==> config.mk <==
export PLATFORM = sky130hd
export DESIGN_NAME = jam_param_flat
export DESIGN_NICKNAME = d
export VERILOG_FILES = /design/src/rtl/jam_param_if.sv /design/src/rtl/jam_param.sv /design/src/flat_wrapper.sv
export SDC_FILE = /design/constraint.sdc
export NUM_CORES = 1
export LEC_CHECK = 0
export CORE_ASPECT_RATIO = 1.25
export CORE_MARGIN = 2
export CORE_UTILIZATION = 55
export CTS_CLUSTER_DIAMETER = 60
export DETAILED_ROUTE_END_ITERATION = 8
export PLACE_DENSITY = 0.82
export SYNTH_ARGS = -nofsm -noshare
export SYNTH_HDL_FRONTEND = slang
export SYNTH_SLANG_ARGS = --single-unit
==> constraint.sdc <==
create_clock -name CLK -period 25.4 [get_ports CLK]
set_input_delay 5.08 -clock CLK [delete_from_list [all_inputs] [get_ports CLK]]
set_output_delay 5.08 -clock CLK [all_outputs]
set_load 0.005 [all_outputs]
==> src/rtl/jam_param_if.sv <==
// ============================================================================
// Module : jam_param_if
// Brief  : Host-side bus of the jam_param assignment-problem solver.
// Rev    : 1.0  initial release
// ============================================================================
`default_nettype none

interface jam_param_if #(
    parameter int CW = 7
);
    logic            Start;
    logic [2:0]      W;
    logic [2:0]      J;
    logic [CW-1:0]   Cost;
    logic            Busy;
    logic            Valid;
    logic [CW+2:0]   MinCost;
    logic [15:0]     MatchCount;
    logic [23:0]     BestPerm;

    modport master (
        output Start, Cost,
        input  W, J, Busy, Valid, MinCost, MatchCount, BestPerm
    );

    modport slave (
        input  Start, Cost,
        output W, J, Busy, Valid, MinCost, MatchCount, BestPerm
    );
endinterface

`default_nettype wire

==> src/rtl/jam_param.sv <==
// ============================================================================
// Module : jam_param
// Brief  : Exhaustive N-worker/N-job assignment solver over all N! permutations.
//          Optional macro JAM_BEST_PERM_EN keeps the best permutation register.
// Rev    : 1.0  initial release
// ============================================================================
`default_nettype none

module jam_param #(
    parameter int N  = 8,
    parameter int CW = 7
) (
    input  wire logic     CLK,
    input  wire logic     RST,
    jam_param_if.slave    bus
);
    localparam int         IW     = (N > 1) ? $clog2(N) : 1;
    localparam logic [2:0] LAST   = 3'(N - 1);
    localparam logic [2:0] S_IDLE = 3'd0;
    localparam logic [2:0] S_LOAD = 3'd1;
    localparam logic [2:0] S_EVAL = 3'd2;
    localparam logic [2:0] S_NEXT = 3'd3;
    localparam logic [2:0] S_DONE = 3'd4;

    logic [2:0]    state_q, state_d;
    logic [2:0]    row_q, col_q;
    logic [2:0]    idx_q;
    logic [CW+2:0] sum_q, min_q;
    logic [15:0]   cnt_q;
    logic [2:0]    perm_q [N];
    logic [CW-1:0] cost_q [N][N];

    logic [2:0]    perm_swp [N];
    logic [2:0]    perm_nxt [N];
    logic [IW-1:0] k_w, l_w;
    logic          last_w;
    logic [CW-1:0] term_w;
    logic [CW+2:0] sum_w;

    // Lexicographic successor of perm_q, produced in a single cycle
    always_comb begin
        k_w    = '0;
        l_w    = '0;
        last_w = 1'b1;
        for (int j = 0; j < N - 1; j++) begin
            if (perm_q[j] < perm_q[j+1]) begin
                k_w    = IW'(j);
                last_w = 1'b0;
            end
        end
        for (int j = 0; j < N; j++) begin
            if ((IW'(j) > k_w) && (perm_q[j] > perm_q[k_w]))
                l_w = IW'(j);
        end
        for (int j = 0; j < N; j++) begin
            if (IW'(j) == k_w)
                perm_swp[j] = perm_q[l_w];
            else if (IW'(j) == l_w)
                perm_swp[j] = perm_q[k_w];
            else
                perm_swp[j] = perm_q[j];
        end
        for (int j = 0; j < N; j++) begin
            if (IW'(j) > k_w)
                perm_nxt[j] = perm_swp[IW'(N + int'(k_w) - j)];
            else
                perm_nxt[j] = perm_swp[j];
        end
    end

    assign term_w = cost_q[idx_q[IW-1:0]][perm_q[idx_q[IW-1:0]][IW-1:0]];
    assign sum_w  = sum_q + {3'b000, term_w};

    always_comb begin
        state_d = state_q;
        case (state_q)
            S_IDLE, S_DONE: if (bus.Start) state_d = S_LOAD;
            S_LOAD:         if (row_q == LAST && col_q == LAST) state_d = S_EVAL;
            S_EVAL:         if (idx_q == LAST) state_d = last_w ? S_DONE : S_NEXT;
            S_NEXT:         state_d = S_EVAL;
            default:        state_d = S_IDLE;
        endcase
    end

`ifdef JAM_BEST_PERM_EN
    logic [2:0] best_q [N];
`endif

    always_ff @(posedge CLK or posedge RST) begin
        if (RST) begin
            state_q <= S_IDLE;
            row_q   <= '0;
            col_q   <= '0;
            idx_q   <= '0;
            sum_q   <= '0;
            min_q   <= '1;
            cnt_q   <= '0;
            for (int j = 0; j < N; j++) begin
                perm_q[j] <= 3'(j);
`ifdef JAM_BEST_PERM_EN
                best_q[j] <= '0;
`endif
                for (int m = 0; m < N; m++) cost_q[j][m] <= '0;
            end
        end else begin
            state_q <= state_d;
            case (state_q)
                S_IDLE, S_DONE: begin
                    if (bus.Start) begin
                        row_q <= '0;
                        col_q <= '0;
                        idx_q <= '0;
                        sum_q <= '0;
                        min_q <= '1;
                        cnt_q <= '0;
                        for (int j = 0; j < N; j++) begin
                            perm_q[j] <= 3'(j);
`ifdef JAM_BEST_PERM_EN
                            best_q[j] <= '0;
`endif
                        end
                    end
                end
                S_LOAD: begin
                    cost_q[row_q[IW-1:0]][col_q[IW-1:0]] <= bus.Cost;
                    if (col_q == LAST) begin
                        col_q <= '0;
                        row_q <= (row_q == LAST) ? 3'd0 : row_q + 3'd1;
                    end else begin
                        col_q <= col_q + 3'd1;
                    end
                end
                S_EVAL: begin
                    if (idx_q == LAST) begin
                        idx_q <= '0;
                        sum_q <= '0;
                        if (sum_w < min_q) begin
                            min_q <= sum_w;
                            cnt_q <= 16'd1;
`ifdef JAM_BEST_PERM_EN
                            for (int j = 0; j < N; j++) best_q[j] <= perm_q[j];
`endif
                        end else if (sum_w == min_q) begin
                            cnt_q <= cnt_q + 16'd1;
                        end
                    end else begin
                        idx_q <= idx_q + 3'd1;
                        sum_q <= sum_w;
                    end
                end
                S_NEXT: begin
                    for (int j = 0; j < N; j++) perm_q[j] <= perm_nxt[j];
                end
                default: ;
            endcase
        end
    end

    assign bus.W          = (state_q == S_LOAD) ? row_q : 3'd0;
    assign bus.J          = (state_q == S_LOAD) ? col_q : 3'd0;
    assign bus.Busy       = (state_q == S_LOAD) || (state_q == S_EVAL) || (state_q == S_NEXT);
    assign bus.Valid      = (state_q == S_DONE);
    assign bus.MinCost    = min_q;
    assign bus.MatchCount = cnt_q;

`ifdef JAM_BEST_PERM_EN
    for (genvar g = 0; g < 8; g++) begin : g_bp
        if (g < N) begin : g_used
            assign bus.BestPerm[3*g +: 3] = best_q[g];
        end else begin : g_pad
            assign bus.BestPerm[3*g +: 3] = 3'b000;
        end
    end
`else
    assign bus.BestPerm = 24'd0;
`endif

endmodule

`default_nettype wire

==> src/flat_wrapper.sv <==
// flat-port wrapper written by rule: the top's interface ports become plain ports
module jam_param_flat 
#(
    parameter int N  = 8,
    parameter int CW = 7
)
  (CLK, RST, bus_Start, bus_Cost, bus_W, bus_J, bus_Busy, bus_Valid, bus_MinCost, bus_MatchCount, bus_BestPerm);
  jam_param_if #(.CW(CW)) bus_i ();
  input  wire logic CLK;
  input  wire logic RST;
  input wire logic [$bits(bus_i.Start)-1:0] bus_Start;
  input wire logic [$bits(bus_i.Cost)-1:0] bus_Cost;
  output wire logic [$bits(bus_i.W)-1:0] bus_W;
  output wire logic [$bits(bus_i.J)-1:0] bus_J;
  output wire logic [$bits(bus_i.Busy)-1:0] bus_Busy;
  output wire logic [$bits(bus_i.Valid)-1:0] bus_Valid;
  output wire logic [$bits(bus_i.MinCost)-1:0] bus_MinCost;
  output wire logic [$bits(bus_i.MatchCount)-1:0] bus_MatchCount;
  output wire logic [$bits(bus_i.BestPerm)-1:0] bus_BestPerm;
  assign bus_i.Start = bus_Start;
  assign bus_i.Cost = bus_Cost;
  assign bus_W = bus_i.W;
  assign bus_J = bus_i.J;
  assign bus_Busy = bus_i.Busy;
  assign bus_Valid = bus_i.Valid;
  assign bus_MinCost = bus_i.MinCost;
  assign bus_MatchCount = bus_i.MatchCount;
  assign bus_BestPerm = bus_i.BestPerm;
  jam_param #(.N(N), .CW(CW)) u_core (.CLK(CLK), .RST(RST), .bus(bus_i));
endmodule
==> Flow_metrics.wiki, run 1 <==
{| class="wikitable"
! Metric !! Value
|-
| Hold_ws || 502.6 ps
|-
| Setup Fix Bufs, Post-CTS || 0
|-
| Largest net degree at the start of global routing || 127
|-
| Pwr dens || 58.71 nW/um^2
|-
| Number of warning messages in the yosys log || 0
|-
| Antenna diodes || 0
|-
| Number of max-cap violations || 0
|-
| Summed negative setup slack over all endpoints || 0 ps
|-
| Final instance area || 31280 sq um
|-
| CP Launch Type || flip-flop
|-
| Overall track demand over capacity in global routing || 30.48%
|-
| Master of the slowest instance on the critical path || sky130_fd_sc_hd__dfrtp_4
|-
| Area growth syn-to-layout || 9.298%
|-
| Combinational Power Share || 7.0%
|-
| # H-tree levels || 2
|-
| Clock buffer depth || 3
|-
| Fraction of the yosys area taken by sequential cells || 45.56%
|-
| Result of the run || complete, no violations
|-
| Final setup viols || 0
|-
| Crit share post-route || 35.13%
|-
| Type of the setup path with the least slack || flip-flop to flip-flop
|-
| Cell count of the worst reg-to-reg path || 28
|-
| Required time worst endpoint || 25850 ps
|-
| Largest clock skew in the final design || 25.94 ps
|-
| Final Power || 1837 uW
|-
| Post-synth EDFFs || 0
|-
| Leakage component of the power || 0.01280 uW
|-
| Cell repeated most along the worst path || sky130_fd_sc_hd__a21oi_1
|-
| CTS tree || yes
|-
| Element type at the critical path end || flip-flop
|-
| Floorplan Core Area || 51430 sq um
|-
| Clock power frac || 44.1%
|-
| Detailed-route vias per instance || 6.930
|-
| Avg Cell Area, Syn || 12.24 sq um
|-
| Worst path setup slack after routing || 16480 ps
|-
| Number of pins with negative max-slew slack in the final report || 0
|-
| GPL Wtd Cong || 0.9703
|-
| Clock latency on the worst-skew pair || 610 ps
|-
| Number of distinct library cells after synthesis || 85
|-
| Type of the tightest min-delay check || flip-flop to flip-flop
|-
| Shortest clock period the worst path allows after layout || 8923 ps
|-
| Net count reported at finish || 2381
|-
| Die ar. || 53890 sq um
|-
| DP HPWL || 54.17 mm
|-
| Sw power || 431.5 uW
|-
| Root Buffer || sky130_fd_sc_hd__clkbuf_16
|-
| Data arrival time of the critical path || 9380 ps
|-
| Longest individual stage delay on the worst path || 870 ps
|-
| Inserted Clock Buffers || 51
|-
| Int Pwr || 1405 uW
|-
| Antenna violations before repair || 0
|-
| Yosys top cell area share || 43.54%
|-
| Wire length of the first global-routing pass || 127.4 mm
|-
| Filler cells || 3771
|-
| Number of rows created at floorplan || 93
|-
| Most common cell in the netlist || sky130_fd_sc_hd__dfrtp_1
|-
| Setup repair after global routing missed its margin || no
|-
| Initial detailed-routing violation count || 2437
|-
| Count of mapped cells out of synthesis || 2338
|-
| Maximum resistive drop on vdd || 0.05746 mV
|-
| Clock tree sinks || 520
|-
| Worst Hold Depth || 1
|-
| Max-Slew Margin vs Limit || 11.89%
|-
| Overall die width || 208.0 um
|-
| Post-synthesis instance area || 28620 sq um
|-
| Routed WL || 82.45 mm
|-
| Grt total ovfl || 0
|-
| Vias in the first global route || 21350
|-
| Leading post-synthesis cells by cell area || sky130_fd_sc_hd__dfrtp_1, sky130_fd_sc_hd__mux2_2, sky130_fd_sc_hd__mux4_2
|-
| Most frequently used flop master after synthesis || sky130_fd_sc_hd__dfrtp_1
|-
| Share of total power in sequential cells || 48.9%
|-
| Starting utilization of the core area || 55.65%
|-
| Total of buffers placed on input and output ports || 43
|-
| Fraction of registers with async set/reset || 100.0%
|-
| Worst slack after detailed placement || 16060 ps
|-
| Hold buffer count at cts || 0
|-
| Detailed Routing Iterations Pass 1 || 6
|-
| Area leader, netlist || sky130_fd_sc_hd__dfrtp_1
|-
| Final hold violations || 0
|-
| Post-synth top cells || sky130_fd_sc_hd__dfrtp_1, sky130_fd_sc_hd__mux2_2, sky130_fd_sc_hd__mux4_2, sky130_fd_sc_hd__nand2_1, sky130_fd_sc_hd__clkbuf_1
|-
| Instance area at placement || 29460 sq um
|-
| Worst Max-Slew Pin Slew || 1322 ps
|-
| Average wire length per cell after detail routing || 27.33 um
|-
| Fraction of layout cells with a size suffix above 1 || 33.38%
|-
| FF+latch count, synth || 520
|-
| Vias after detailed routing || 20910
|-
| I/O pins || 68
|-
| CTS-repair resized insts || 0
|-
| Die Span Y || 259.1 um
|-
| Clock edge transition at the registers on the reported setup and hold paths || 70 ps
|-
| Fraction of power spent switching nets || 23.50%
|-
| Critical-path maximum fanout || 35
|-
| Peak Freq || 112.1 MHz
|-
| ANT nets after route || 0
|-
| Count of unresolved DRC violations after routing || 0
|}
[worst max-delay path, delay by kind of cell (launching register included)]
kind / cells / cell delay [ps]
and+or+nand+nor: 8 / 2070
AOI/OAI and AO/OA: 9 / 1960
buffers and inverters: 4 / 1440
muxes: 3 / 1340
DFF: 1 / 870
adders and majority gates: 2 / 590
xor gates and xnor gates: 2 / 430
[metal layers]
layer | routed length, um | vias up | GRT usage [%]
met4 | 3968 | 0 | 14.36
li1 | - | 8718 | -
met5 | 0 | - | 0
met1 | 31700 | 10750 | 39.52
met3 | 6940 | 299 | 5.952
met2 | 39850 | 1140 | 49.79
[sequential cells by signal, summed over array words and instances (netlist names)]
signal,cells
u_core.row_q,3
u_core.idx_q,3
u_core.bus.MinCost,10
u_core.perm_q,24
u_core.sum_q,10
u_core.col_q,3
u_core.bus.MatchCount,16
u_core.cost_q,448
u_core.state_q,3
[layout make-up]
| type | instances | area, sq um | share of cell area, % |
|---|---|---|---|
| Multi-Input combinational cell | 1598 | 14670 | 46.90 |
| Sequential cell | 520 | 13050 | 41.72 |
| Clock buffer | 69 | 1525 | 4.875 |
| Tap cell | 665 | 832.0 | 2.660 |
| Timing Repair Buffer | 80 | 673.1 | 2.152 |
| Clock inverter | 25 | 296.5 | 0.9479 |
| Inverter | 60 | 232.7 | 0.7439 |
[power by group through the flow]
stage	combinational (uW)	clock (uW)	sequential (uW)
3_3_place_gp	122	0	907
6_report	128	810	898
5_1_grt	141	850	902
4_1_cts	130	816	897
3_5_place_dp	128	0	912
2_1_floorplan	87.5	0	906
[per-stage QoR]
step / cells / util [%]
3_5_place_dp: 2923 / 57.28
6_report: 3017 / 60.83
4_1_cts: 3017 / 60.83
2_1_floorplan: 2361 / -
5_1_grt: 3017 / 60.83
3_3_place_gp: 2923 / 57.28
[path summary, 6_finish.rpt]
path                                                 from                                     to  slack, ps
max                           u_core.idx_q[0]$_DFFE_PP0P_  u_core.bus.MatchCount[13]$_DFFE_PP0P_      16480
min                        u_core.cost_q[305]$_DFFE_PP0P_         u_core.cost_q[305]$_DFFE_PP0P_        500
max reg2reg                   u_core.idx_q[0]$_DFFE_PP0P_  u_core.bus.MatchCount[13]$_DFFE_PP0P_      16480
min reg2reg                u_core.cost_q[305]$_DFFE_PP0P_         u_core.cost_q[305]$_DFFE_PP0P_        500
max in group asynchronous                             RST         u_core.cost_q[389]$_DFFE_PP0P_      16840
min in group asynchronous                             RST          u_core.perm_q[22]$_DFFE_PP0P_       5060
[cell families after synthesis]
logic type                 Yosys count  share of synthesized area [%]
AOI/OAI and AO/OA                  430                          10.47
xor gates and xnor gates            21                         0.6426
adders and majority gates           60                          2.649
buffers and inverters              243                          3.593
DFF                                520                          45.56
muxes                              623                          29.63
other                                1                        0.01310
and+or+nand+nor                    440                          7.440
[cell usage in the layout (no fill, tap or decap), types with 8 or more instances in the layout]
cell type,count
sky130_fd_sc_hd__o211ai_1,22
sky130_fd_sc_hd__o32ai_1,12
sky130_fd_sc_hd__a211o_1,9
sky130_fd_sc_hd__clkbuf_16,52
sky130_fd_sc_hd__dfrtp_1,495
sky130_fd_sc_hd__ha_1,59
sky130_fd_sc_hd__clkbuf_8,16
sky130_fd_sc_hd__buf_4,37
sky130_fd_sc_hd__o31ai_1,17
sky130_fd_sc_hd__o21ai_0,76
sky130_fd_sc_hd__nand4_1,16
sky130_fd_sc_hd__nand2_1,130
sky130_fd_sc_hd__o21a_1,11
sky130_fd_sc_hd__conb_1,24
sky130_fd_sc_hd__a21o_1,14
sky130_fd_sc_hd__a211oi_1,56
sky130_fd_sc_hd__or2_2,8
sky130_fd_sc_hd__mux4_2,134
sky130_fd_sc_hd__mux2i_1,32
sky130_fd_sc_hd__and3_1,14
sky130_fd_sc_hd__and2_1,19
sky130_fd_sc_hd__nor2_1,102
sky130_fd_sc_hd__xnor2_1,12
sky130_fd_sc_hd__mux2_2,455
sky130_fd_sc_hd__nand2b_1,8
sky130_fd_sc_hd__nand3_1,42
sky130_fd_sc_hd__clkinv_2,14
sky130_fd_sc_hd__dfstp_2,22
sky130_fd_sc_hd__inv_1,55
sky130_fd_sc_hd__nor2b_1,24
sky130_fd_sc_hd__a22o_1,10
sky130_fd_sc_hd__clkdlybuf4s50_1,36
sky130_fd_sc_hd__a21oi_1,76
sky130_fd_sc_hd__a31oi_1,28
sky130_fd_sc_hd__xor2_1,9
sky130_fd_sc_hd__nor3_1,29
sky130_fd_sc_hd__nor4_1,18
No activity file was read; power rests on OpenSTA's default activity.
==> inputs of run 2 (changes only) <==
==> constraint.sdc (replaced) <==
create_clock -name CLK -period 8.87 [get_ports CLK]
set_input_delay 1.774 -clock CLK [delete_from_list [all_inputs] [get_ports CLK]]
set_output_delay 1.774 -clock CLK [all_outputs]
set_load 0.005 [all_outputs]
==> Flow_metrics.wiki, run 2 (same netlist as run 1, synthesis figures left out) <==
{| class="wikitable"
! Metric !! Value
|-
| Grt total ovfl || 0
|-
| Critical-path maximum fanout || 19
|-
| Max-Slew Margin vs Limit || 15.63%
|-
| Worst Max-Slew Pin Slew || 1266 ps
|-
| Inserted Clock Buffers || 51
|-
| CTS-repair resized insts || 0
|-
| Final setup viols || 0
|-
| Register-to-register path setup slack || 960 ps
|-
| Cell family contributing the most delay on the critical path || simple AND/OR/NAND/NOR gates
|-
| Clock edge transition at the registers on the reported setup and hold paths || 60 ps
|-
| Setup Fix Bufs, Post-CTS || 0
|-
| Antenna diodes || 0
|-
| Summed negative setup slack over all endpoints || 0 ps
|-
| ANT nets after route || 0
|-
| Vias after detailed routing || 21110
|-
| Hold_ws || 500.7 ps
|-
| Largest clock skew in the final design || 28.41 ps
|-
| Shortest clock period the worst path allows after layout || 7908 ps
|-
| Clock tree sinks || 520
|-
| Type of the setup path with the least slack || flip-flop to flip-flop
|-
| Required time worst endpoint || 9340 ps
|-
| Total of buffers placed on input and output ports || 43
|-
| Fraction of the core area covered by cells at the end of the flow || 61.04%
|-
| Leakage component of the power || 0.01286 uW
|-
| Top library cells by usage in the layout, fill and taps aside || sky130_fd_sc_hd__dfrtp_1, sky130_fd_sc_hd__mux2_2, sky130_fd_sc_hd__mux4_2, sky130_fd_sc_hd__nand2_1, sky130_fd_sc_hd__nor2_1
|-
| Wire length of the first global-routing pass || 128.4 mm
|-
| Crit share post-route || 89.15%
|-
| Area of the multi-input gates || 14670 sq um
|-
| Maximum resistive drop on vdd || 0.1761 mV
|-
| Detailed-route vias per instance || 6.941
|-
| Worst slack after detailed placement || 1146 ps
|-
| Longest individual stage delay on the worst path || 850 ps
|-
| I/O pins || 68
|-
| Number of rows created at floorplan || 93
|-
| Number of pins with negative max-slew slack in the final report || 0
|-
| Root Buffer || sky130_fd_sc_hd__clkbuf_16
|-
| Pwr dens || 163.6 nW/um^2
|-
| Average wire length per cell after detail routing || 27.15 um
|-
| Number of max-cap violations || 0
|-
| Routed WL || 82.58 mm
|-
| Flip-flop count of the largest register, all copies and words added || 448
|-
| Starting utilization of the core area || 55.65%
|-
| Buffers and inverters on the worst path || 4
|-
| Detailed Routing Iterations Pass 1 || 6
|-
| Type of the tightest min-delay check || flip-flop to flip-flop
|-
| Die ar. || 53890 sq um
|-
| Area growth syn-to-layout || 9.687%
|-
| Clock latency on the worst-skew pair || 620 ps
|-
| Floorplan Core Area || 51430 sq um
|-
| Element type at the critical path end || flip-flop
|-
| Peak Freq || 126.5 MHz
|-
| Master of the slowest instance on the critical path || sky130_fd_sc_hd__mux2i_4
|-
| Fraction of layout cells with a size suffix above 1 || 33.53%
|-
| Hold buffer count at cts || 0
|-
| Clock buffer depth || 3
|-
| Top register by number of flip-flops || u_core.cost_q
|-
| Most common cell after layout, fill and taps aside || sky130_fd_sc_hd__dfrtp_1
|-
| DP HPWL || 55.51 mm
|-
| Filler cells || 3766
|-
| Count of unresolved DRC violations after routing || 0
|-
| # H-tree levels || 2
|-
| Vias in the first global route || 21610
|-
| GPL Wtd Cong || 1.023
|-
| Worst path setup slack after routing || 962.5 ps
|-
| Overall die width || 208.0 um
|-
| Result of the run || complete, no violations
|-
| Setup repair after global routing missed its margin || no
|-
| Final hold violations || 0
|-
| Overall track demand over capacity in global routing || 30.63%
|-
| CP Launch Type || flip-flop
|-
| Antenna violations before repair || 0
|-
| Largest net degree at the start of global routing || 146
|-
| Net count reported at finish || 2410
|-
| Sequential cell area || 13050 sq um
|-
| Initial detailed-routing violation count || 2433
|-
| Cell repeated most along the worst path || sky130_fd_sc_hd__a21oi_1
|-
| Data arrival time of the critical path || 8370 ps
|-
| CTS tree || yes
|-
| Die Span Y || 259.1 um
|}
-- run 2: cell count changes in the layout (fill, tap and decap cells not counted) --
| cell | previous run | this run |
|---|---|---|
| sky130_fd_sc_hd__buf_12 | 0 | 4 |
| sky130_fd_sc_hd__buf_4 | 37 | 62 |
| sky130_fd_sc_hd__bufinv_16 | 4 | 2 |
| sky130_fd_sc_hd__clkbuf_1 | 1 | 13 |
| sky130_fd_sc_hd__clkbuf_8 | 16 | 10 |
| sky130_fd_sc_hd__clkinv_2 | 14 | 7 |
| sky130_fd_sc_hd__clkinvlp_4 | 0 | 2 |
| sky130_fd_sc_hd__inv_8 | 3 | 0 |
| sky130_fd_sc_hd__nor3_1 | 29 | 30 |
| sky130_fd_sc_hd__nor3_2 | 1 | 0 |
-- run 2: final timing paths --
kind,from,end,cells past startpoint
min in group asynchronous,RST,u_core.perm_q[7]$_DFFE_PP0P_,2
worst min-delay path,u_core.cost_q[25]$_DFFE_PP0P_,u_core.cost_q[25]$_DFFE_PP0P_,1
worst max-delay path,u_core.perm_q[15]$_DFFE_PP0P_,u_core.bus.MatchCount[13]$_DFFE_PP0P_,29
max in group asynchronous,RST,u_core.cost_q[102]$_DFFE_PP0P_,4
worst min register to register,u_core.cost_q[25]$_DFFE_PP0P_,u_core.cost_q[25]$_DFFE_PP0P_,1
worst max register to register,u_core.perm_q[15]$_DFFE_PP0P_,u_core.bus.MatchCount[13]$_DFFE_PP0P_,29
-- run 2: area by class of cell --
class                   instances  share of cell area [%]
well taps                     665                   2.650
inverters                      60                  0.7293
multi-input cells            1598                   46.72
clock buffers                  75                   4.739
flip-flops and latches        520                   41.57
repair buffers                109                   2.997
clock inverters                15                  0.5938
-- run 2: metrics by stage --
stage / total power [uW] / instance area, sq um / cells
global placement: 2958 / 29720 / 2952
finish: 5135 / 31400 / 3042
global route: 5292 / 31400 / 3042
floorplan: 2847 / 28710 / 2361
CTS: 5156 / 31400 / 3042
detailed placement: 2990 / 29720 / 2952
-- run 2: report_power, final --
part | internal (uW) | switching, uW | leakage [uW]
clock | 1230 | 957 | 0.000821
sequential | 2510 | 76.7 | 0.00623
combinational | 184 | 184 | 0.00580
-- run 2: layer usage --
metal	up-vias	routed length, um	track usage [%]	share of wire, %
met5	-	0	0	0
met4	0	4535	16.39	5.5
met3	313	6529	5.444	7.9
met2	1118	40990	51.61	50
met1	10890	30520	37.84	37
li1	8798	-	-	-
